### config.mk
export PLATFORM = sky130hd
export DESIGN_NAME = collatz_sweep_flat
export DESIGN_NICKNAME = d
export VERILOG_FILES = /design/src/rtl/collatz_sweep_if.sv /design/src/rtl/collatz_sweep.sv /design/src/flat_wrapper.sv
export SDC_FILE = /design/constraint.sdc
export NUM_CORES = 1
export LEC_CHECK = 0
export CAP_MARGIN = 20
export CELL_PAD_IN_SITES_DETAIL_PLACEMENT = 0
export CELL_PAD_IN_SITES_GLOBAL_PLACEMENT = 1
export CORE_MARGIN = 2
export CORE_UTILIZATION = 35
export DETAILED_ROUTE_END_ITERATION = 6
export PLACE_DENSITY_LB_ADDON = 0.1
export SLEW_MARGIN = 20
export SYNTH_ARGS = -nofsm -noshare
export SYNTH_HDL_FRONTEND = slang
export SYNTH_SLANG_ARGS = --single-unit
### constraint.sdc
create_clock -name i_clk -period 5.75 [get_ports i_clk]
set_input_delay 0.575 -clock i_clk [delete_from_list [all_inputs] [get_ports i_clk]]
set_output_delay 0.575 -clock i_clk [all_outputs]
set_load 0.005 [all_outputs]
### src/rtl/collatz_sweep_if.sv
// rtl/collatz_sweep_if.sv - handshake bundle between the sweep sequencer and the Collatz compute core
//
// Signals:
//   core_start      sequencer -> core  1-cycle pulse: load core_num and compute
//   core_num        sequencer -> core  seed presented to the core
//   core_done       core -> sequencer  1-cycle pulse: results valid this cycle
//   core_orbit_len  core -> sequencer  orbit length of the finished seed
//   core_path_rec   core -> sequencer  path record (largest value reached)
//   core_overflow   core -> sequencer  finished seed overflowed BITS
// Modports: master = sequencer side, slave = core side.

interface collatz_sweep_if #(
  parameter int BITS      = 32,
  parameter int OLEN_BITS = 16
);
  logic                 core_start;
  logic [BITS-1:0]      core_num;
  logic                 core_done;
  logic [OLEN_BITS-1:0] core_orbit_len;
  logic [BITS-1:0]      core_path_rec;
  logic                 core_overflow;

  modport master (
    output core_start, core_num,
    input  core_done, core_orbit_len, core_path_rec, core_overflow
  );

  modport slave (
    input  core_start, core_num,
    output core_done, core_orbit_len, core_path_rec, core_overflow
  );
endinterface

### src/rtl/collatz_sweep.sv
// rtl/collatz_sweep.sv - sweep sequencer that runs the Collatz core over a seed range and keeps the longest orbit
//
// Optional feature macro: COLLATZ_SWEEP_PEAK_EN (adds o_peak_seed / o_peak_rec).
//
// Ports:
//   i_clk, i_rst_n   clock, asynchronous active-low reset
//   i_start          1-cycle pulse, begins a sweep from IDLE or DONE
//   i_abort          level, returns to IDLE next cycle (wins over start/core_done)
//   i_seed_base      first seed, sampled on start
//   i_count          number of seeds, sampled on start
//   core             core handshake bundle (master side)
//   o_busy           high in LAUNCH / WAIT / RECORD
//   o_done           high in DONE
//   o_best_seed      seed with the longest non-overflow orbit so far
//   o_best_len       its orbit length
//   o_ovf_cnt        overflowed seeds, saturating at 255
//   o_wrapped        sweep stopped early at the all-ones seed
//   o_peak_seed      (macro only) seed with the largest non-overflow path record
//   o_peak_rec       (macro only) that path record

module collatz_sweep #(
  parameter int BITS      = 32,
  parameter int OLEN_BITS = 16,
  parameter int CNT_BITS  = 16
) (
  input  logic                 i_clk,
  input  logic                 i_rst_n,
  input  logic                 i_start,
  input  logic                 i_abort,
  input  logic [BITS-1:0]      i_seed_base,
  input  logic [CNT_BITS-1:0]  i_count,
  collatz_sweep_if.master      core,
  output logic                 o_busy,
  output logic                 o_done,
  output logic [BITS-1:0]      o_best_seed,
  output logic [OLEN_BITS-1:0] o_best_len,
  output logic [7:0]           o_ovf_cnt,
  output logic                 o_wrapped
`ifdef COLLATZ_SWEEP_PEAK_EN
  ,
  output logic [BITS-1:0]      o_peak_seed,
  output logic [BITS-1:0]      o_peak_rec
`endif
);

  localparam logic [2:0] S_IDLE   = 3'd0;
  localparam logic [2:0] S_LAUNCH = 3'd1;
  localparam logic [2:0] S_WAIT   = 3'd2;
  localparam logic [2:0] S_RECORD = 3'd3;
  localparam logic [2:0] S_DONE   = 3'd4;

  logic [2:0]           r_state;
  logic [BITS-1:0]      r_num;
  logic [CNT_BITS-1:0]  r_remaining;
  logic [BITS-1:0]      r_best_seed;
  logic [OLEN_BITS-1:0] r_best_len;
  logic [7:0]           r_ovf_cnt;
  logic                 r_wrapped;
  // Core results are captured on core_done and consumed in RECORD.
  logic [OLEN_BITS-1:0] r_res_len;
  logic                 r_res_ovf;
`ifdef COLLATZ_SWEEP_PEAK_EN
  logic [BITS-1:0]      r_res_rec;
  logic [BITS-1:0]      r_peak_seed;
  logic [BITS-1:0]      r_peak_rec;
`else
  logic                 w_unused_path_rec;
  assign w_unused_path_rec = ^core.core_path_rec;
`endif

  logic w_num_max;
  logic w_last_seed;
  assign w_num_max   = &r_num;
  assign w_last_seed = (r_remaining == CNT_BITS'(1));

  always_ff @(posedge i_clk or negedge i_rst_n) begin
    if (!i_rst_n) begin
      r_state     <= S_IDLE;
      r_num       <= '0;
      r_remaining <= '0;
      r_best_seed <= '0;
      r_best_len  <= '0;
      r_ovf_cnt   <= '0;
      r_wrapped   <= 1'b0;
      r_res_len   <= '0;
      r_res_ovf   <= 1'b0;
`ifdef COLLATZ_SWEEP_PEAK_EN
      r_res_rec   <= '0;
      r_peak_seed <= '0;
      r_peak_rec  <= '0;
`endif
    end else if (i_abort) begin
      // Statistics are deliberately left as they are so the host can read a partial sweep.
      r_state <= S_IDLE;
    end else begin
      case (r_state)
        S_IDLE, S_DONE: begin
          if (i_start) begin
            r_num       <= i_seed_base;
            r_remaining <= i_count;
            r_best_seed <= '0;
            r_best_len  <= '0;
            r_ovf_cnt   <= '0;
            r_wrapped   <= 1'b0;
`ifdef COLLATZ_SWEEP_PEAK_EN
            r_peak_seed <= '0;
            r_peak_rec  <= '0;
`endif
            r_state     <= (i_count == '0) ? S_DONE : S_LAUNCH;
          end
        end
        S_LAUNCH: r_state <= S_WAIT;
        S_WAIT: begin
          if (core.core_done) begin
            r_res_len <= core.core_orbit_len;
            r_res_ovf <= core.core_overflow;
`ifdef COLLATZ_SWEEP_PEAK_EN
            r_res_rec <= core.core_path_rec;
`endif
            r_state   <= S_RECORD;
          end
        end
        S_RECORD: begin
          if (r_res_ovf) begin
            if (r_ovf_cnt != 8'hFF) r_ovf_cnt <= r_ovf_cnt + 8'd1;
          end else begin
            // Strict compare so that ties keep the earliest seed.
            if (r_res_len > r_best_len) begin
              r_best_len  <= r_res_len;
              r_best_seed <= r_num;
            end
`ifdef COLLATZ_SWEEP_PEAK_EN
            if (r_res_rec > r_peak_rec) begin
              r_peak_rec  <= r_res_rec;
              r_peak_seed <= r_num;
            end
`endif
          end
          r_remaining <= r_remaining - CNT_BITS'(1);
          if (w_last_seed) begin
            r_state <= S_DONE;
          end else if (w_num_max) begin
            // More seeds requested but the next one is not representable: stop rather than wrap to 0.
            r_wrapped <= 1'b1;
            r_state   <= S_DONE;
          end else begin
            r_num   <= r_num + BITS'(1);
            r_state <= S_LAUNCH;
          end
        end
        default: r_state <= S_IDLE;
      endcase
    end
  end

  assign core.core_start = (r_state == S_LAUNCH) && !i_abort;
  assign core.core_num   = r_num;

  assign o_busy      = (r_state == S_LAUNCH) || (r_state == S_WAIT) || (r_state == S_RECORD);
  assign o_done      = (r_state == S_DONE);
  assign o_best_seed = r_best_seed;
  assign o_best_len  = r_best_len;
  assign o_ovf_cnt   = r_ovf_cnt;
  assign o_wrapped   = r_wrapped;
`ifdef COLLATZ_SWEEP_PEAK_EN
  assign o_peak_seed = r_peak_seed;
  assign o_peak_rec  = r_peak_rec;
`endif

endmodule

### src/flat_wrapper.sv
// flat-port wrapper written by rule: the top's interface ports become plain ports
module collatz_sweep_flat 
#(
  parameter int BITS      = 32,
  parameter int OLEN_BITS = 16,
  parameter int CNT_BITS  = 16
)
  (i_clk, i_rst_n, i_start, i_abort, i_seed_base, i_count, o_busy, o_done, o_best_seed, o_best_len, o_ovf_cnt, o_wrapped, core_core_start, core_core_num, core_core_done, core_core_orbit_len, core_core_path_rec, core_core_overflow);
  collatz_sweep_if #(.BITS(BITS), .OLEN_BITS(OLEN_BITS)) core_i ();
  input  logic i_clk;
  input  logic i_rst_n;
  input  logic i_start;
  input  logic i_abort;
  input  logic [BITS-1:0] i_seed_base;
  input  logic [CNT_BITS-1:0] i_count;
  output logic o_busy;
  output logic o_done;
  output logic [BITS-1:0] o_best_seed;
  output logic [OLEN_BITS-1:0] o_best_len;
  output logic [7:0] o_ovf_cnt;
  output logic o_wrapped;
  output wire logic [$bits(core_i.core_start)-1:0] core_core_start;
  output wire logic [$bits(core_i.core_num)-1:0] core_core_num;
  input wire logic [$bits(core_i.core_done)-1:0] core_core_done;
  input wire logic [$bits(core_i.core_orbit_len)-1:0] core_core_orbit_len;
  input wire logic [$bits(core_i.core_path_rec)-1:0] core_core_path_rec;
  input wire logic [$bits(core_i.core_overflow)-1:0] core_core_overflow;
  assign core_core_start = core_i.core_start;
  assign core_core_num = core_i.core_num;
  assign core_i.core_done = core_core_done;
  assign core_i.core_orbit_len = core_core_orbit_len;
  assign core_i.core_path_rec = core_core_path_rec;
  assign core_i.core_overflow = core_core_overflow;
  collatz_sweep #(.BITS(BITS), .OLEN_BITS(OLEN_BITS), .CNT_BITS(CNT_BITS)) u_core (.i_clk(i_clk), .i_rst_n(i_rst_n), .i_start(i_start), .i_abort(i_abort), .i_seed_base(i_seed_base), .i_count(i_count), .core(core_i), .o_busy(o_busy), .o_done(o_done), .o_best_seed(o_best_seed), .o_best_len(o_best_len), .o_ovf_cnt(o_ovf_cnt), .o_wrapped(o_wrapped));
endmodule
==> metrics.cfg, run 1 <==
[routing]
viasPerCell=5.54
detail-route-antenna-nets=0
drc=0
wirelength_um=19400
avgRoutedWirePerCell_um=18.4
first_iter_violations=319
dr.pass1.iters=4
vias=5843

[power]
clkPwrFrac_pct=29.7
share_comb_of_total_power_pct=32.5
power_density_nw_per_um2=448
pwr-share-seq_pct=37.8
leakage_nw=3.63
vdd_drop_max_mv=0.214
intPower_mw=2.60
switchingPower_mw=1.40
sw_frac_of_total_pct=35.0

[timing]
finalCriticalPeriod_ns=3.35
finalHoldViolCount=0
max_slew_margin_pct=26.1
setup_ws_ns=2.40
min_period_over_period_pct=58.3
tightest_slew_ns=1.11
max_freq_ghz=0.299
finalSetupTns_ns=0
setup_viol=0
drv_slew=0
rsz0062_at_grt=no
finClkSkew_ns=0.0109

[clock_network]
clk_latency_ns=0.42
cts_root_buf=clkbuf_16
cts_hold_buf=0
cts_setup_buffers=0
htreeDepth=4
numCtsBuffers=17
clock_sinks=125
cts_resized=0
tritoncts=built
cts_buffer_depth=2
clkTransAtPathRegs_ns=0.06

[global_routing]
antenna_found_initial=0
track_usage_pct=20.4
grt_pass1_wl_um=32000
grt_overflow=0
grt_max_degree=78
grt_pass1_vias=5842

[die]
core_area_um2=18000
die_y_um=140
start_util_pct=35.8
dieArea_um2=19500
die_w_um=140
design.portCount=194
num_rows=49

[yosys]
synth_area_um2=6450
yosys.area_share.adder_pct=3.88
yosysWarnings=0
synth.area.mux_share_pct=3.28
ys.flop_type=dfrtp_1
synth_edf_count=0
synthXorXnorAreaFrac_pct=0.950
ys_types=60
seq_area_frac_synth_pct=48.5
syn_avg_cell_area_um2=9.76
synth_compound_area_share_pct=20.8
ys_ff_latch=125
synthCells=661
yosys.area_share.simple_pct=18.5
async_flop_share_pct=100
syn_nets=783
synth_top_family_by_area=compound AO/OA/AOI/OAI gates

[critical_path]
arrival_ns=3.67
critPathCaptureType=flop
regToRegStartpoint=u_core.r_state[0]$_DFFE_PN0P_
critPathLaunchType=flop
r2r_slack_ns=2.40
crit_chain=nand3b_1 > buf_4 > a21oi_4 > and2_4 > nand2_2 > or3_1 > o311ai_1
max_stage_delay_ns=0.54
critical_path_class=reg2reg
crit_fanout=41
critPathSlowestCell=dfrtp_1
reg2reg_to=u_core.core.core_num[7]$_DFFE_PN0P_
reg2regPathDepth=7
cp.required_ns=6.07

[layout]
final_nets=933
fillers=1675
area_growth_pct=38.5
layout-drive-gt1-share_pct=8.25

[placed_design]
post-dp-hpwl_um=13400
port_buffers=161
place_congestion=0.811
post-place-ws_ns=2.36

[outcome]
status=complete, no violations

[worst_hold_path]
hold_path.class=in2async

[job]
cap_viol_max_count=0

-- worst max path at each step --
stage                                      startpoint                                    to  slack [ns]  depth (start not counted)
floorplan           u_core.o_best_len[15]$_DFFE_PN0P_     u_core.o_best_seed[5]$_DFFE_PN0P_        3.53                          9
global placement                              i_start  u_core.core.core_num[12]$_DFFE_PN0P_        2.37                          7
detailed placement                            i_start  u_core.core.core_num[12]$_DFFE_PN0P_        2.36                          7
CTS                     u_core.r_state[0]$_DFFE_PN0P_  u_core.core.core_num[12]$_DFFE_PN0P_        2.39                          7
global route            u_core.r_state[0]$_DFFE_PN0P_   u_core.core.core_num[7]$_DFFE_PN0P_        2.10                          7
finish                  u_core.r_state[0]$_DFFE_PN0P_   u_core.core.core_num[7]$_DFFE_PN0P_        2.40                          7
-- worst max-delay path: cells and delay by family (launching register included) --
family	cells	cell delay, ns
simple gates	4	1.53
compound gates	2	0.71
flops	1	0.54
buf+inv	1	0.44
-- synthesized netlist by cell type (all sizes together), types with 2 or more instances --
| cell | count | share of area, % |
|---|---|---|
| a211o | 3 | 0.41 |
| a211oi | 2 | 0.23 |
| a21oi | 43 | 3.5 |
| a22o | 48 | 6.5 |
| a22oi | 7 | 0.81 |
| and2 | 6 | 0.62 |
| and3 | 10 | 0.97 |
| and4 | 4 | 0.54 |
| buf | 16 | 1.3 |
| clkbuf | 23 | 1.3 |
| dfrtp | 125 | 48 |
| ha | 20 | 3.9 |
| inv | 26 | 1.5 |
| mux2 | 17 | 3.0 |
| mux2i | 2 | 0.31 |
| nand2 | 66 | 3.9 |
| nand2b | 3 | 0.29 |
| nand3 | 24 | 1.9 |
| nand3b | 2 | 0.23 |
| nand4 | 15 | 1.5 |
| nor2 | 52 | 3.0 |
| nor3 | 22 | 1.7 |
| nor3b | 2 | 0.23 |
| nor4 | 19 | 1.8 |
| nor4b | 5 | 0.87 |
| o211a | 2 | 0.31 |
| o211ai | 11 | 1.3 |
| o21a | 2 | 0.23 |
| o21ai | 33 | 2.6 |
| o22ai | 2 | 0.19 |
| o2bb2ai | 3 | 0.41 |
| o311ai | 9 | 1.2 |
| o31a | 2 | 0.27 |
| o32a | 9 | 1.4 |
| or2 | 2 | 0.19 |
| or3 | 2 | 0.19 |
| or3b | 2 | 0.31 |
| or4 | 2 | 0.23 |
| xnor2 | 6 | 0.81 |
-- power by group through the flow --
| stage | combinational [mW] | clock [mW] | sequential (mW) |
|---|---|---|---|
| 6_report | 1.30 | 1.19 | 1.51 |
| 5_1_grt | 1.46 | 1.26 | 1.56 |
| 4_1_cts | 1.31 | 1.21 | 1.51 |
| 3_5_place_dp | 1.30 | 0 | 1.52 |
| 3_3_place_gp | 1.28 | 0 | 1.51 |
| 2_1_floorplan | 0.766 | 0 | 1.40 |
-- flip-flops by register name, summed over array words and instances, names as in the netlist --
name / cells
u_core.r_remaining: 16
u_core.o_wrapped: 1
u_core.r_res_ovf: 1
u_core.o_ovf_cnt: 8
u_core.r_state: 3
u_core.o_best_len: 16
u_core.o_best_seed: 32
u_core.core.core_num: 32
u_core.r_res_len: 16
-- cells by family (layout without fill, tap and decap cells) --
group / Yosys count / count (layout)
adder cells (fa/ha/maj): 20 / 20
XOR/XNOR: 7 / 7
AO/OA/AOI/OAI: 187 / 187
other: 0 / 1
buffers and inverters: 65 / 228
AND/OR/NAND/NOR: 238 / 238
flip-flops: 125 / 125
multiplexers: 19 / 19
-- cells in the final DEF, fill, tap and decap left out, types with 3 or more instances in the layout --
cell type	n
a211o_1	3
a21oi_1	41
a22o_1	48
a22oi_1	7
and2_1	5
and3_1	10
and4_1	4
buf_4	8
bufinv_16	5
clkbuf_16	17
clkdlybuf4s50_1	160
clkinv_2	3
dfrtp_1	125
ha_1	20
inv_1	26
mux2_2	17
nand2_1	65
nand2b_1	3
nand3_1	24
nand4_1	15
nor2_1	51
nor3_1	22
nor4_1	19
nor4b_1	3
o211ai_1	11
o21ai_0	32
o2bb2ai_1	3
o311ai_1	7
o32a_1	9
xnor2_1	6
-- area by class of cell --
class	instances	area (um2)	share of cell area, %
antenna	1	2.50	0.0280
clock buffer	21	460	5.15
clock inverter	11	189	2.11
inverter	26	97.6	1.09
multi-input combinational	471	3090	34.5
sequential	125	3130	35.0
tap	229	287	3.21
timing repair buffer	170	1680	18.8
-- per-layer routing --
| metal | share of wire (%) | global-route usage (%) | up-vias |
|---|---|---|---|
| met5 | 0 | 0 | - |
| met4 | 1.2 | 6.74 | 0 |
| met3 | 5.7 | 4.06 | 17 |
| met2 | 47 | 31.7 | 186 |
| met1 | 46 | 28.8 | 2866 |
| li1 | - | - | 2774 |
-- through the flow --
step / utilization, % / area [um2] / hold slack, ns / total power, mW / cells
finish: 49.6 / 8930 / 0.0916 / 4.00 / 1054
detailed placement: 45.9 / 8280 / 0.479 / 2.83 / 1021
global route: 49.6 / 8930 / 0.121 / 4.28 / 1053
floorplan: - / 6450 / 0.279 / 2.16 / 661
global placement: 45.9 / 8280 / 0.477 / 2.79 / 1021
CTS: 49.5 / 8930 / 0.103 / 4.04 / 1053
Note: power is estimated with default switching activity, not from simulation.
==> run 2: changes to the inputs <==
CORE_UTILIZATION = 32   (was 35)
clock period = 3 ns   (was 5.75 ns; I/O delays follow)
==> run 2 against run 1 <==
Total power increased by 90%. Design area up 2.0%. Maximum frequency up 28%. Clock-buffer cell count is 2 lower. Setup slack lost 2.0 ns. Register-to-register slack worse by 2.0 ns. Highest routed layer unchanged.
==> metrics.cfg, run 2 (synthesis results as in run 1) <==
[outcome]
status=complete, no violations

[critical_path]
arrival_ns=2.96
r2r_slack_ns=0.39
critPathSlowestCell=nor4_1
crit_chain=inv_1 > ha_1 > nand4_1 > nor4_1 > a21o_1 > nor2_1 > a21oi_4 > buf_4 > a22o_1
reg2regPathDepth=9
regToRegStartpoint=u_core.o_best_len[15]$_DFFE_PN0P_
max_stage_delay_ns=0.54
critPathCaptureType=flop
crit_fanout=35
critical_path_class=reg2reg
cp.required_ns=3.35
critPathLaunchType=flop
reg2reg_to=u_core.o_best_seed[17]$_DFFE_PN0P_

[clock_network]
clk_latency_ns=0.42
numCtsBuffers=17
cts_setup_buffers=0
cts_resized=0
clkTransAtPathRegs_ns=0.06
cts_root_buf=clkbuf_16
tritoncts=built
cts_buffer_depth=2
htreeDepth=4
cts_hold_buf=1
clock_sinks=125

[die]
die_w_um=146
core_area_um2=19700
die_y_um=146
dieArea_um2=21300
start_util_pct=32.8
num_rows=51
design.portCount=194

[layout]
postLayoutCoreUtil_pct=46.4
area_growth_pct=41.2
final-seq-area_um2=3130
final_cell_mix=160 x clkdlybuf4s50_1, 125 x dfrtp_1, 65 x nand2_1
num_antenna_cells=0
final_common_cell=clkdlybuf4s50_1
final_nets=955
layout-drive-gt1-share_pct=10.8
fillers=1909
multi_input_comb_area_um2=3090

[global_routing]
grt_pass1_wl_um=32600
grt_max_degree=81
grt_overflow=0
antenna_found_initial=0
grt_pass1_vias=5841
track_usage_pct=19.1

[worst_hold_path]
hold_path.class=in2reg
min_path_cells=3
holdCritStartpoint=i_seed_base[5]
hold_path_end=u_core.core.core_num[5]$_DFFE_PN0P_

[power]
power_density_nw_per_um2=836
leakage_nw=3.71
p_total_mw=7.62
vdd_drop_max_mv=0.433

[routing]
vias=5864
drc=0
wirelength_um=19900
first_iter_violations=351
detail-route-antenna-nets=0
dr.pass1.iters=4
avgRoutedWirePerCell_um=17.9
viasPerCell=5.28

[placed_design]
post-dp-hpwl_um=14000
place_congestion=0.837
port_buffers=161

[timing]
hold_ws_ns=0.451
setup_viol=0
max_freq_ghz=0.383
rsz0062_at_grt=no
max_slew_margin_pct=46.3
drv_slew=0
finalCriticalPeriod_ns=2.61
tightest_slew_ns=0.805
finClkSkew_ns=0.0175
finalHoldViolCount=0
finalSetupTns_ns=0
min_period_over_period_pct=87.1

[job]
cap_viol_max_count=0

run 2: where the power goes:
group / switching [mW] / total [mW] / leakage, nW / internal, mW
sequential: 0.607 / 2.79 / 1.61 / 2.18
clock: 0.810 / 2.08 / 0.282 / 1.27
combinational: 1.34 / 2.75 / 1.82 / 1.41
total: 2.76 / 7.62 / 3.71 / 4.86
run 2: cell type report:
type	instances	area share, %
sequential	125	34.3
multi-input combinational	471	33.9
timing repair buffer	192	20.6
clock buffer	19	4.97
tap	265	3.64
clock inverter	13	1.54
inverter	26	1.07
run 2: critical path, delay by kind of cell, from the launching register on:
family	cells	cell delay [ns]
and+or+nand+nor	3	0.80
AOI/OAI and AO/OA	3	0.62
buffers and inverters	2	0.44
DFF	1	0.37
adders and majority gates	1	0.31
run 2: how the worst max path moves through the flow:
stage                                      startpoint                                   end  slack (ns)  cells after the start
floorplan           u_core.o_best_len[15]$_DFFE_PN0P_     u_core.o_best_seed[5]$_DFFE_PN0P_        0.78                      9
global placement                              i_start  u_core.core.core_num[18]$_DFFE_PN0P_        0.40                      8
detailed placement                            i_start  u_core.core.core_num[18]$_DFFE_PN0P_        0.39                      8
CTS                 u_core.o_best_len[15]$_DFFE_PN0P_    u_core.o_best_seed[17]$_DFFE_PN0P_        0.39                      9
global route        u_core.o_best_len[15]$_DFFE_PN0P_    u_core.o_best_seed[18]$_DFFE_PN0P_        0.12                      9
finish              u_core.o_best_len[15]$_DFFE_PN0P_    u_core.o_best_seed[17]$_DFFE_PN0P_        0.39                      9
run 2: through the flow:
step / cell area, um2 / worst slack (ns) / cells
floorplan: 6450 / 0.778 / 661
global placement: 8510 / 0.402 / 1078
detailed placement: 8510 / 0.386 / 1078
CTS: 9110 / 0.390 / 1111
global route: 9110 / 0.119 / 1111
finish: 9110 / 0.387 / 1111
run 2: layer usage:
metal | vias to the layer above | share of wire [%] | global-route usage, %
met3 | 15 | 4.2 | 4.11
met2 | 151 | 46 | 29.7
met4 | 0 | 1.4 | 5.87
li1 | 2828 | - | -
met1 | 2870 | 48 | 26.6
met5 | - | 0 | 0
